<file path="config.mk">
export PLATFORM = sky130hd
export DESIGN_NAME = stream_arbiter
export DESIGN_NICKNAME = d
export VERILOG_FILES = /design/src/rtl/stream_arbiter_pkg.sv /design/src/rtl/stream_arbiter_arb_rr_pick.sv /design/src/rtl/stream_arbiter.sv
export SDC_FILE = /design/constraint.sdc
export NUM_CORES = 1
export LEC_CHECK = 0
export CORE_MARGIN = 5
export CORE_UTILIZATION = 38
export DETAILED_ROUTE_END_ITERATION = 16
export PLACE_DENSITY_LB_ADDON = 0.15
export SYNTH_ARGS = -nofsm -noshare
export SYNTH_HDL_FRONTEND = slang
export SYNTH_SLANG_ARGS = --single-unit
</file>
<file path="constraint.sdc">
create_clock -name clk -period 2.66 [get_ports clk]
set_clock_uncertainty 0.1 [all_clocks]
set_input_delay 0.532 -clock clk [delete_from_list [all_inputs] [get_ports clk]]
set_output_delay 0.532 -clock clk [all_outputs]
set_load 0.02 [all_outputs]
</file>
<file path="src/rtl/stream_arbiter_pkg.sv">
// stream_arbiter_pkg: FSM state type and width helper shared by the stream arbiter files
package stream_arbiter_pkg;
  typedef enum logic {IDLE, LOCK} state_e;
  function automatic int clog2w(input int n);
    return (n > 1) ? $clog2(n) : 1;
  endfunction
endpackage

</file>
<file path="src/rtl/stream_arbiter_arb_rr_pick.sv">
// arb_rr_pick: cyclic first-one search over req starting at ptr
// Ports: req (candidate mask), ptr (search start), sel (first set index at/after ptr), any (req nonzero)
module arb_rr_pick
  import stream_arbiter_pkg::*;
#(
  parameter int NCH = 4,
  localparam int IW = clog2w(NCH)
) (
  input  logic [NCH-1:0] req,
  input  logic [IW-1:0]  ptr,
  output logic [IW-1:0]  sel,
  output logic           any
);
  // Scanning from the farthest offset down lets the nearest hit overwrite the others.
  always_comb begin
    sel = '0;
    any = 1'b0;
    for (int i = NCH - 1; i >= 0; i--)
      if (req[(int'(ptr) + i) % NCH]) begin
        sel = IW'((int'(ptr) + i) % NCH);
        any = 1'b1;
      end
  end
endmodule

</file>
<file path="src/rtl/stream_arbiter.sv">
// stream_arbiter: round-robin burst arbiter merging NCH valid/ready streams into one registered stream
// Ports: clk, rst (async active-low), ena (grant mask), sti_* (NCH inputs, data packed i*SDW),
//        sto_* (merged output with source id)
module stream_arbiter
  import stream_arbiter_pkg::*;
#(
  parameter int SDW = 32,
  parameter int NCH = 4,
  parameter int BURST = 4,
  localparam int IW = clog2w(NCH),
  localparam int CW = clog2w(BURST + 1)
) (
  input  logic               clk,
  input  logic               rst,
  input  logic [NCH-1:0]     ena,
  input  logic [NCH-1:0]     sti_tvalid,
  output logic [NCH-1:0]     sti_tready,
  input  logic [NCH*SDW-1:0] sti_tdata,
  input  logic               sto_tready,
  output logic               sto_tvalid,
  output logic [SDW-1:0]     sto_tdata,
  output logic [IW-1:0]      sto_tid
);
  state_e state_q, state_d;
  logic [IW-1:0] gnt_q, gnt_d, ptr_q, ptr_d, sto_tid_q, sto_tid_d, sel, xch;
  logic [CW-1:0] cnt_q, cnt_d;
  logic sto_tvalid_q, sto_tvalid_d;
  logic [SDW-1:0] sto_tdata_q, sto_tdata_d;
  logic rdy, any, xfer, last;
  function automatic logic [IW-1:0] nxt(input logic [IW-1:0] c);
    return (c == IW'(NCH - 1)) ? '0 : c + 1'b1;
  endfunction
  arb_rr_pick #(.NCH(NCH)) u_pick (
    .req(sti_tvalid & ena),
    .ptr(ptr_q),
    .sel(sel),
    .any(any)
  );
  assign rdy = sto_tready | ~sto_tvalid_q;
  // Readys are gated by rst so nothing handshakes while reset is held.
  always_comb begin
    xch = (state_q == IDLE) ? sel : gnt_q;
    sti_tready = '0;
    sti_tready[xch] = rst & rdy & ((state_q == IDLE) ? any : ena[gnt_q]);
    xfer = |(sti_tvalid & sti_tready);
    last = (cnt_q + 1'b1) == CW'(BURST);
    state_d = state_q;
    gnt_d = gnt_q;
    ptr_d = ptr_q;
    cnt_d = cnt_q;
    if (state_q == IDLE) begin
      if (xfer) begin
        gnt_d = sel;
        cnt_d = CW'(1);
        state_d = (BURST > 1) ? LOCK : IDLE;
        ptr_d = (BURST > 1) ? ptr_q : nxt(sel);
      end
    end else if (xfer) begin
      cnt_d = cnt_q + 1'b1;
      state_d = last ? IDLE : LOCK;
      ptr_d = last ? nxt(gnt_q) : ptr_q;
    end else if (!sti_tvalid[gnt_q] || !ena[gnt_q]) begin
      state_d = IDLE;
      ptr_d = nxt(gnt_q);
    end
    sto_tvalid_d = rdy ? xfer : sto_tvalid_q;
    sto_tdata_d = xfer ? sti_tdata[int'(xch)*SDW +: SDW] : sto_tdata_q;
    sto_tid_d = xfer ? xch : sto_tid_q;
  end
  always_ff @(posedge clk or negedge rst)
    if (!rst) begin
      state_q <= IDLE;
      gnt_q <= '0;
      ptr_q <= '0;
      cnt_q <= '0;
      sto_tvalid_q <= 1'b0;
      sto_tdata_q <= '0;
      sto_tid_q <= '0;
    end else begin
      state_q <= state_d;
      gnt_q <= gnt_d;
      ptr_q <= ptr_d;
      cnt_q <= cnt_d;
      sto_tvalid_q <= sto_tvalid_d;
      sto_tdata_q <= sto_tdata_d;
      sto_tid_q <= sto_tid_d;
    end
  assign sto_tvalid = sto_tvalid_q;
  assign sto_tdata = sto_tdata_q;
  assign sto_tid = sto_tid_q;
endmodule

</file>
==> out/summary.md <==
The run finished, with violations left. The checks that failed: negative setup slack. Summed over all layers, the global routing overflow is 0. The area growth from synthesis to final layout works out to 81.86%. The initial core utilization came out at 38.51%. The clock tree synthesis step divided the H-tree into 2 levels. Synthesis instantiated 42 different standard cells from the library. Commonest register cell after synthesis: sky130_fd_sc_hd__dfrtp_1. The flop and latch count out of synthesis works out to 43. TritonCTS built the clock tree. The startpoint of the worst register-to-register path was ptr_q[1]. After detailed routing, the average wire length per cell comes to 19.00 microns.

The initial antenna violation count was 0; the number of hold-repair buffers added at the cts stage was 0. Entering global routing, the biggest net connects 44 pins. The cell count after synthesis came out at 196.

The die covers 9612 sq um. In the synthesized netlist the async set-or-reset flop fraction comes to 100.0%. Overall power consumption after layout is estimated at 4.998 mW. For the maximum clock frequency, the log shows 375.1 MHz. In this run the worst path has a maximum fanout of 8.

STA puts the critical path data required time at 2740 ps. Data on the critical path arrives at its endpoint at 2740 ps. With fillers left out, the area of the finished cells amounts to 5356 sq um. After floorplanning, the core was sized to cover 7647 sq um.

The largest area contributor in the netlist was sky130_fd_sc_hd__dfrtp_1. No sink is reached through more buffers than the 2 on the longest clock path. Dividing the final minimum period by the clock period gives 100.2%.

The number of max-slew violations in the final report is 0, and the worst path setup slack after routing is -6.205 ps. The multi-input combinational cells in the finished layout cover a total of 1797 sq um. The run gives 5015 sq um as the area after detailed placement. After synthesis, the most frequently instantiated cells are sky130_fd_sc_hd__dfrtp_1 (43), sky130_fd_sc_hd__mux4_2 (22), sky130_fd_sc_hd__mux2_4 (20). The count of antenna-violating nets left after detailed routing was 0; the via count was 2685. The run gives 62.78% as the worst slew margin relative to its limit. For the netlist area before placement, the log shows 2945 sq um.

After clock tree synthesis, the clock-pin slew on the worst setup and hold paths is 80 ps. The clock insertion delay at the later pin of the skew report came out at 290 ps. The logs give 4 for the detailed-router iteration count before antenna repair and 0.8420 for the routability congestion estimate.

The hold violation count in the final report was 0. The power per unit of standard cell area was 933.1 nW/um^2; the number of flops mapped to enable cells by yosys was 0. In this run the horizontal extent of the chip is 98.04 microns. In the global route stage, overall resource usage came out at 19.80%. The worst reg-to-reg path cell count is 9.

The total of warnings raised by yosys was 0. For the net count after synthesis, the log shows 338. During placement, the flow inserted port buffers numbering 177. Yosys instantiated no cell more often than sky130_fd_sc_hd__dfrtp_1.

Reg-to-reg critical path endpoint: sto_tdata[8]. For flop-to-flop paths, the worst setup slack is 70 ps. The worst-margin pin slew is 558.3 ps, and the area share of the leading cell type in the synthesized netlist is 36.53%.

The tool flagged a number of max-cap violations equal to 0. The first routing iteration left 76 violations. Setup repair after global routing could not meet its margin everywhere.

After detailed routing, the total wire length is 9804 microns. At the end of the flow the core is filled with cells to 70.04%. The register area share after synthesis was 36.53%. Counting every sink on the clock net gives 43. The number of global-route vias before repair was 2895; the net total in the final layout was 556. Each instance of the synthesized netlist takes up on average 15.03 sq um. Once detailed placement completed, the half-perimeter wirelength came to 7561 microns. The layout has 563 filler cells.

The floorplan has 32 rows. The run gives 0 as the total DRC errors in the routed layout. Cells with a size suffix above 1 make up 35.75% of the layout. The clock buffer count from CTS is 5, and the combined flip-flop and latch cell area is 1079 sq um.

STA classifies the critical path endpoint as a flip-flop. The number of antenna diodes in the final layout is 0. The type of the setup path with the least slack was primary input to flip-flop. The tools report the number of placed I/O pins as 178. VDD sags by at most 0.5066 mV. The tools report the CTS root buffer as sky130_fd_sc_hd__clkbuf_8. For the reported leakage power, the log shows 2.190 nW.

The die is 98.04 microns tall. The min-delay analysis places its worst path in the category primary input to async pin. Ranked by total cell area, the synthesized netlist is headed by sky130_fd_sc_hd__dfrtp_1 (37%), sky130_fd_sc_hd__mux4_2 (17%), sky130_fd_sc_hd__mux4_1 (11%).

Final number of setup-violating endpoints: 1. STA classifies the critical path startpoint as a primary input. The global-route wire length before repair was 15120 microns; the average vias per placed instance was 5.203. The smallest clock period supported by the final layout is computed as 2666 ps.
## per-layer routing
layer  routed length [microns]  share of wire, %  GRT usage [%]
met5                         0                 0              0
met4                       117               1.2          4.792
met3                       601               6.1          4.857
met2                      5447                56          37.12
met1                      3637                37          22.45
## worst max path at each step
| stage | start | end | cells after the start |
|---|---|---|---|
| 4_1_cts | ena[0] | sti_tready[1] | 7 |
| 2_1_floorplan | ena[1] | sto_tdata[10] | 6 |
| 3_3_place_gp | ena[2] | sti_tready[0] | 6 |
| 6_report | sti_tvalid[1] | sto_tdata[8] | 9 |
| 3_5_place_dp | ena[2] | sti_tready[2] | 7 |
| 5_1_grt | sti_tvalid[1] | sto_tdata[10] | 9 |
## report_power, final
part           total (mW)  internal (mW)  leakage, nW  switching [mW]
sequential           1.18          0.985        0.511           0.198
combinational        3.32           1.99         1.63            1.34
clock               0.490          0.275       0.0513           0.215
total                5.00           3.25         2.19            1.75
## worst max-delay path, cell delays in order
cell and delay [ps]:
sky130_fd_sc_hd__buf_6 90, sky130_fd_sc_hd__a22o_1 240, sky130_fd_sc_hd__a41o_1 270, sky130_fd_sc_hd__buf_6 130, sky130_fd_sc_hd__o31ai_4 330, sky130_fd_sc_hd__buf_6 190
sky130_fd_sc_hd__clkbuf_16 170, sky130_fd_sc_hd__mux4_2 500, sky130_fd_sc_hd__mux2_4 270
## through the flow
| step | setup slack (ps) | hold slack, ps | instances | TNS, ps |
|---|---|---|---|---|
| 3_3_place_gp | -556.6 | 386.2 | 493 | -21350 |
| 4_1_cts | 2.079 | 292.4 | 502 | 0 |
| 5_1_grt | -36.07 | 330.6 | 516 | -279.2 |
| 2_1_floorplan | -54.08 | 136.4 | 196 | -770.6 |
| 3_5_place_dp | -654.2 | 389.8 | 493 | -24130 |
| 6_report | -6.205 | 263.0 | 516 | -6.205 |
## layout by cell type, fill, tap and decap left out, types with 2 or more instances in the layout
| cell | Yosys | routed |
|---|---|---|
| sky130_fd_sc_hd__a21oi_1 | 4 | 3 |
| sky130_fd_sc_hd__and3_1 | 4 | 4 |
| sky130_fd_sc_hd__buf_12 | 0 | 5 |
| sky130_fd_sc_hd__buf_2 | 2 | 3 |
| sky130_fd_sc_hd__buf_4 | 1 | 36 |
| sky130_fd_sc_hd__buf_6 | 4 | 8 |
| sky130_fd_sc_hd__clkbuf_16 | 0 | 3 |
| sky130_fd_sc_hd__clkbuf_2 | 0 | 3 |
| sky130_fd_sc_hd__clkbuf_8 | 1 | 5 |
| sky130_fd_sc_hd__clkdlybuf4s50_1 | 0 | 164 |
| sky130_fd_sc_hd__dfrtp_1 | 43 | 41 |
| sky130_fd_sc_hd__dfrtp_2 | 0 | 2 |
| sky130_fd_sc_hd__ha_1 | 3 | 3 |
| sky130_fd_sc_hd__inv_1 | 5 | 5 |
| sky130_fd_sc_hd__mux2_2 | 19 | 16 |
| sky130_fd_sc_hd__mux2_4 | 20 | 23 |
| sky130_fd_sc_hd__mux2i_1 | 3 | 3 |
| sky130_fd_sc_hd__mux4_1 | 12 | 5 |
| sky130_fd_sc_hd__mux4_2 | 22 | 29 |
| sky130_fd_sc_hd__nand2_1 | 11 | 10 |
| sky130_fd_sc_hd__nand3_1 | 2 | 2 |
| sky130_fd_sc_hd__nand3b_1 | 2 | 2 |
| sky130_fd_sc_hd__nor2_1 | 6 | 5 |
| sky130_fd_sc_hd__nor3_2 | 1 | 2 |
| sky130_fd_sc_hd__o21ai_0 | 2 | 2 |
| sky130_fd_sc_hd__o31ai_4 | 1 | 2 |
## what timing repair did
action	CTS	global route
resized for setup	34	42
setup buffers	2	12
cloned	0	3
pin swaps	5	9
endpoints found under the setup margin	44	39
## cell type report
type	instances	area share, %
timing repair buffer	224	41.67
multi-input combinational	135	33.54
sequential	43	20.14
tap	102	2.383
clock buffer	6	1.355
clock inverter	1	0.5606
inverter	5	0.3504
## registers in the layout, summed over array words and instances (netlist names)
register    count
sto_tdata      32
cnt_q           3
gnt_q           2
ptr_q           2
sto_tid         2
state_q         1
sto_tvalid      1
## cells by family (layout without fill, tap and decap cells)
family	after synthesis	count (layout)	share of synthesized area, %
buf+inv	18	236	3.866
compound gates	20	20	5.778
fa+ha+maj	3	3	1.275
mux	76	76	46.01
flops	43	43	36.53
simple gates	36	36	6.542
Power figures use the tool's default switching activity.
